File: config.mk
export PLATFORM = sky130hd
export DESIGN_NAME = control_mc
export DESIGN_NICKNAME = d
export VERILOG_FILES = /design/src/rtl/control_mc.sv
export SDC_FILE = /design/constraint.sdc
export NUM_CORES = 1
export LEC_CHECK = 0
export ABC_AREA = 1
export ABC_CLOCK_PERIOD_IN_PS = 1800
export BUFFER_PORTS_ARGS = -buffer_cell sky130_fd_sc_hd__buf_4
export CORE_MARGIN = 2
export CORE_UTILIZATION = 45
export CTS_CLUSTER_SIZE = 10
export DETAILED_ROUTE_END_ITERATION = 7
export HOLD_SLACK_MARGIN = 0.03
export PLACE_DENSITY = 0.75
export SLEW_MARGIN = 20
export SYNTH_ARGS = -nofsm -noshare
export SYNTH_HDL_FRONTEND = slang
export SYNTH_SLANG_ARGS = --single-unit
File: constraint.sdc
create_clock -name clk -period 1.8 [get_ports clk]
set_input_delay 0.09 -clock clk [delete_from_list [all_inputs] [get_ports clk]]
set_output_delay 0.09 -clock clk [all_outputs]
set_load 0.02 [all_outputs]
File: src/rtl/control_mc.sv
// Multi-cycle control unit for the 3-bit-opcode core: sequences fetch/decode/execute/memory
// over one shared req/ack memory port, with halt, memory timeout fault and a retire counter.
module control_mc #(
    parameter int DECODE_STAGE = 1,
    parameter int TIMEOUT      = 16,
    parameter int RETIRE_W     = 16
) (
    input  logic                clk,
    input  logic                rst,
    input  logic [2:0]          opcode,
    input  logic                eq,
    input  logic                halt,
    input  logic                mem_ack,
    output logic                mem_req,
    output logic                mem_sel,
    output logic                mem_we,
    output logic                ir_we,
    output logic                pc_we,
    output logic                we_rf,
    output logic [1:0]          func_alu,
    output logic                mux_alu1,
    output logic                mux_alu2,
    output logic                mux_rf,
    output logic [1:0]          mux_pc,
    output logic [1:0]          mux_tgt,
    output logic                halted,
    output logic                fault,
    output logic [RETIRE_W-1:0] instret
);

    localparam logic [2:0] OP_ADD  = 3'd0;
    localparam logic [2:0] OP_ADDI = 3'd1;
    localparam logic [2:0] OP_NAND = 3'd2;
    localparam logic [2:0] OP_LUI  = 3'd3;
    localparam logic [2:0] OP_LW   = 3'd4;
    localparam logic [2:0] OP_SW   = 3'd5;
    localparam logic [2:0] OP_BEQ  = 3'd6;
    localparam logic [2:0] OP_JALR = 3'd7;

    // The wait counter only has to reach TIMEOUT-1; the fault fires on that no-ack edge.
    localparam int            CW        = (TIMEOUT > 1) ? $clog2(TIMEOUT) : 1;
    localparam logic [CW-1:0] WAIT_LAST = CW'((TIMEOUT > 0) ? TIMEOUT - 1 : 0);

    typedef enum logic [2:0] {
        S_HALT,
        S_FETCH,
        S_DECODE,
        S_EXEC,
        S_MEM,
        S_FAULT
    } state_t;

    state_t        state;
    state_t        state_next;
    logic [CW-1:0] wait_cnt;
    logic          wait_expired;
    logic          retire;
    logic          is_mem_op;

    assign is_mem_op    = (opcode == OP_LW) || (opcode == OP_SW);
    assign wait_expired = (TIMEOUT != 0) && (wait_cnt == WAIT_LAST);
    assign halted       = (state == S_HALT);
    assign fault        = (state == S_FAULT);

    always_comb begin
        func_alu = 2'b00;
        mux_alu1 = 1'b0;
        mux_alu2 = 1'b0;
        mux_rf   = 1'b0;
        mux_tgt  = 2'b01;
        case (opcode)
            OP_ADD:  func_alu = 2'b00;
            OP_ADDI: mux_alu2 = 1'b1;
            OP_NAND: func_alu = 2'b01;
            OP_LUI: begin
                func_alu = 2'b10;
                mux_alu1 = 1'b1;
            end
            OP_LW: begin
                mux_alu2 = 1'b1;
                mux_tgt  = 2'b10;
            end
            OP_SW: begin
                mux_alu2 = 1'b1;
                mux_rf   = 1'b1;
            end
            OP_BEQ: begin
                func_alu = 2'b11;
                mux_rf   = 1'b1;
            end
            OP_JALR: begin
                func_alu = 2'b10;
                mux_tgt  = 2'b11;
            end
            default: func_alu = 2'b00;
        endcase
    end

    always_comb begin
        state_next = state;
        mem_req    = 1'b0;
        mem_sel    = 1'b0;
        mem_we     = 1'b0;
        ir_we      = 1'b0;
        pc_we      = 1'b0;
        we_rf      = 1'b0;
        mux_pc     = 2'b01;
        retire     = 1'b0;
        case (state)
            S_HALT: begin
                if (!halt) state_next = S_FETCH;
            end
            S_FETCH: begin
                mem_req = 1'b1;
                if (mem_ack) begin
                    ir_we      = 1'b1;
                    state_next = (DECODE_STAGE != 0) ? S_DECODE : S_EXEC;
                end else if (wait_expired) begin
                    state_next = S_FAULT;
                end
            end
            S_DECODE: state_next = S_EXEC;
            S_EXEC: begin
                if (is_mem_op) begin
                    state_next = S_MEM;
                end else begin
                    pc_we  = 1'b1;
                    retire = 1'b1;
                    case (opcode)
                        OP_BEQ:  mux_pc = eq ? 2'b10 : 2'b01;
                        OP_JALR: begin
                            we_rf  = 1'b1;
                            mux_pc = 2'b11;
                        end
                        default: we_rf = 1'b1;
                    endcase
                    state_next = halt ? S_HALT : S_FETCH;
                end
            end
            S_MEM: begin
                mem_req = 1'b1;
                mem_sel = 1'b1;
                mem_we  = (opcode == OP_SW);
                if (mem_ack) begin
                    we_rf      = (opcode == OP_LW);
                    pc_we      = 1'b1;
                    retire     = 1'b1;
                    state_next = halt ? S_HALT : S_FETCH;
                end else if (wait_expired) begin
                    state_next = S_FAULT;
                end
            end
            S_FAULT: state_next = S_FAULT;
            default: state_next = S_HALT;
        endcase
    end

    always_ff @(posedge clk) begin
        if (rst) state <= S_HALT;
        else     state <= state_next;
    end

    // Any state change restarts the wait count, so each FETCH/MEM entry starts from zero.
    always_ff @(posedge clk) begin
        if (rst)                        wait_cnt <= '0;
        else if (state_next != state)   wait_cnt <= '0;
        else if (mem_req && !mem_ack)   wait_cnt <= wait_cnt + 1'b1;
    end

    always_ff @(posedge clk) begin
        if (rst)         instret <= '0;
        else if (retire) instret <= instret + 1'b1;
    end

endmodule

==> reports/results.tsv <==
stage	metric	value	unit
outcome	outcome	complete, no violations	
finish	syn_to_final_growth	25.87	%
hold_path	hold_path_class	in -> reg	
run	max-cap-violations	0	
power	power.share.clock	0.263	
global_routing	grt-ovfl-total	0	
clock_tree	cts_buffers	3	
power	internal_power	658.5	uW
clock_tree	clk_pin_slew_worst_paths	0.11	ns
drt	met2_wirelength	1466	um
clock_tree	ctsHoldBuffers	1	
timing	drv_slew	0	
timing	fin_tns_setup	0	ns
timing	finalCritPeriodShare	0.8509	
global_routing	grt_max_degree	16	
finish	drive_above_1_share	0.2038	
finish	nets	276	
timing	hold_viol	0	
drt	firstDrtPassIters	5	
logic_synthesis	syn_area_per_cell	6.318	sq um
critical_path	cp_num_buf_inv	1	
logic_synthesis	ys_warn_count	0	
logic_synthesis	synth-seq-area-share	0.3283	
floorplanning	ios	41	
floorplanning	die_x	59.83	um
clock_tree	cts_tree	built	
power	p_comb_frac	0.163	
drt	ant_nets	0	
global_routing	grt_pass1_vias	1299	
critical_path	cp_cell_sequence	nor2_1 -> nand3_1 -> nand2_4 -> buf_4	
timing	fmax	652.9	MHz
critical_path	critPathCaptureType	output pin	
clock_tree	post_cts_buffers	0	
drt	wl_met1	1613	um
drt	drc_errors	0	
timing	setup_violations	0	
drt	via_count	1498	
timing	hold_slack	0.1348	ns
clock_tree	htree_levels	1	
logic_synthesis	synth_cell_type_count	26	
place	place_congestion	0.8692	
timing	fin_skew	0.01464	ns
place	placed_area	0.001729	sq mm
logic_synthesis	syn_inst	222	
critical_path	rrSetupSlack	0.27	ns
timing	tightest_slew	0.3970	ns
critical_path	worstPathRequired	1.71	ns
drt	postRouteWirelength	3281	um
clock_tree	clockBufferDepth	2	
timing	rsz0062_at_grt	false	
drt	met3_length	167	um
finish	antenna_cells	0	
power	ir_drop	0.4387	mV
critical_path	crit_type	reg -> out	
critical_path	cp_slowest_stage_delay	0.38	ns
floorplanning	core-area	0.003003	sq mm
clock_tree	post_cts_resized	0	
clock_tree	insertion_delay	0.32	ns
drt	highest_layer	met4	
power	p_leak	0.0007752	uW
clock_tree	root_buffer	clkbuf_4	
power	p_switching	252.1	uW
global_routing	grt_pass1_wl	5554	um
floorplanning	die_height	59.83	um
logic_synthesis	syn_nets	232	
timing	fin_crit	1.532	ns
finish	multiInputGateArea	807.0	sq um
floorplanning	initial_core_util	0.4671	
power	power	910.6	uW
finish	postLayoutCellArea	0.001765	sq mm
floorplanning	die_area	0.003580	sq mm
power	pwr_density_cell	515.8	mW/mm^2
critical_path	cp_slowest_cell	dfxtp_1	
critical_path	cp_max_fo	15	
global_routing	track_usage	0.1979	
power	p_sw_frac	0.2768	
timing	relSlewSlack	0.7333	
drt	wl_per_cell	11.01	um
drt	vias_per_cell	5.027	
logic_synthesis	synth_seq_cells	23	
place	hpwl	2586	um
logic_synthesis	netlist_area	0.001403	sq mm
critical_path	cpLargestDelayFamily	simple AND/OR/NAND/NOR gates	
finish	register_area	460.4	sq um
clock_tree	clock-sinks	23	
place	port-buffer-count	40	
critical_path	cp.arrival	1.44	ns
critical_path	start_kind	flop	
floorplanning	rows	20	
power	seqPwrFrac	0.574	
drt	drt_iter0_markers	85	
global_routing	antenna_found_initial	0	
finish	nFillCells	313	
## per-stage QoR
| stage | utilization | cells | setup slack (ns) |
|---|---|---|---|
| 2_1_floorplan | - | 222 | 0.3259 |
| 3_3_place_gp | 0.5758 | 293 | 0.3365 |
| 3_5_place_dp | 0.5758 | 293 | 0.3247 |
| 4_1_cts | 0.5879 | 298 | 0.2619 |
| 5_1_grt | 0.5879 | 298 | 0.1239 |
| 6_report | 0.5879 | 298 | 0.2684 |
## tightest hold or removal path: stages
cell and delay [ns]:
buf_4 0.13, nand2_1 0.11, a21oi_1 0.07
## cells by family (layout without fill, tap and decap cells)
| family | count (synthesis) | count (layout) | share of synthesized area |
|---|---|---|---|
| flops | 23 | 23 | 0.3283 |
| compound gates | 29 | 29 | 0.1079 |
| fa+ha+maj | 2 | 2 | 0.01784 |
| buf+inv | 34 | 77 | 0.09634 |
| simple gates | 129 | 129 | 0.4184 |
| xor+xnor | 5 | 5 | 0.03123 |
## registers in the layout, summed over array words and instances (netlist names)
| signal | flops |
|---|---|
| wait_cnt | 4 |
| instret | 16 |
| state | 3 |
## layout by cell type (no fill, tap or decap), types with 2 or more instances in the layout
master	n
nand2_1	51
nand3_1	22
nor2_1	27
nand2_2	4
ha_1	2
inv_1	30
buf_4	40
a21oi_1	16
clkbuf_4	3
nor3_1	9
nand3b_1	2
o21ai_0	9
xor2_1	3
xnor2_1	2
and3_1	2
dfxtp_1	23
inv_2	2
nor2_2	3
nand4_1	5
o21bai_1	2
## final timing paths
path                    from    endpoint  depth (start not counted)
setup / recovery    state[0]       pc_we                          4
hold / removal       mem_ack    state[1]                          3
setup reg to reg  instret[0]  instret[8]                          6
hold reg to reg   instret[3]  instret[3]                          1
## cell usage after synthesis (all sizes together)
master  instances  area, sq um
nand2          56        227.7
inv            32        120.1
nor2           31        131.4
dfxtp          23        460.4
nand3          22        110.1
a21oi          16        80.08
o21ai          10        50.04
nor3            9        45.04
nand4           5        31.28
xor2            3        26.28
and3            2        12.51
ha              2        25.02
nand3b          2        15.01
o21bai          2        15.01
xnor2           2        17.52
and2            1        6.260
buf             1        11.26
clkbuf          1        3.750
nor3b           1        7.510
o22ai           1        6.260
## per-layer routing
metal  vias up  track usage
met2        34       0.3059
met1       657       0.2702
met3         4      0.04545
met4         0      0.06667
met5         -            0
li1        803            -
## area by class of cell
cell class | count | share of cell area
repair buffers | 41 | 0.1758
inverters | 32 | 0.06804
flip-flops and latches | 23 | 0.2608
well taps | 33 | 0.02339
multi-input cells | 165 | 0.4571
clock buffers | 4 | 0.01488
## power by group through the flow
| stage | combinational [uW] | clock [uW] | sequential (uW) |
|---|---|---|---|
| finish | 148 | 239 | 523 |
| global route | 163 | 272 | 525 |
| CTS | 149 | 249 | 523 |
| detailed placement | 147 | 0 | 534 |
| global placement | 147 | 0 | 534 |
| floorplan | 87.7 | 0 | 534 |
(Power assumes the default switching activity.)
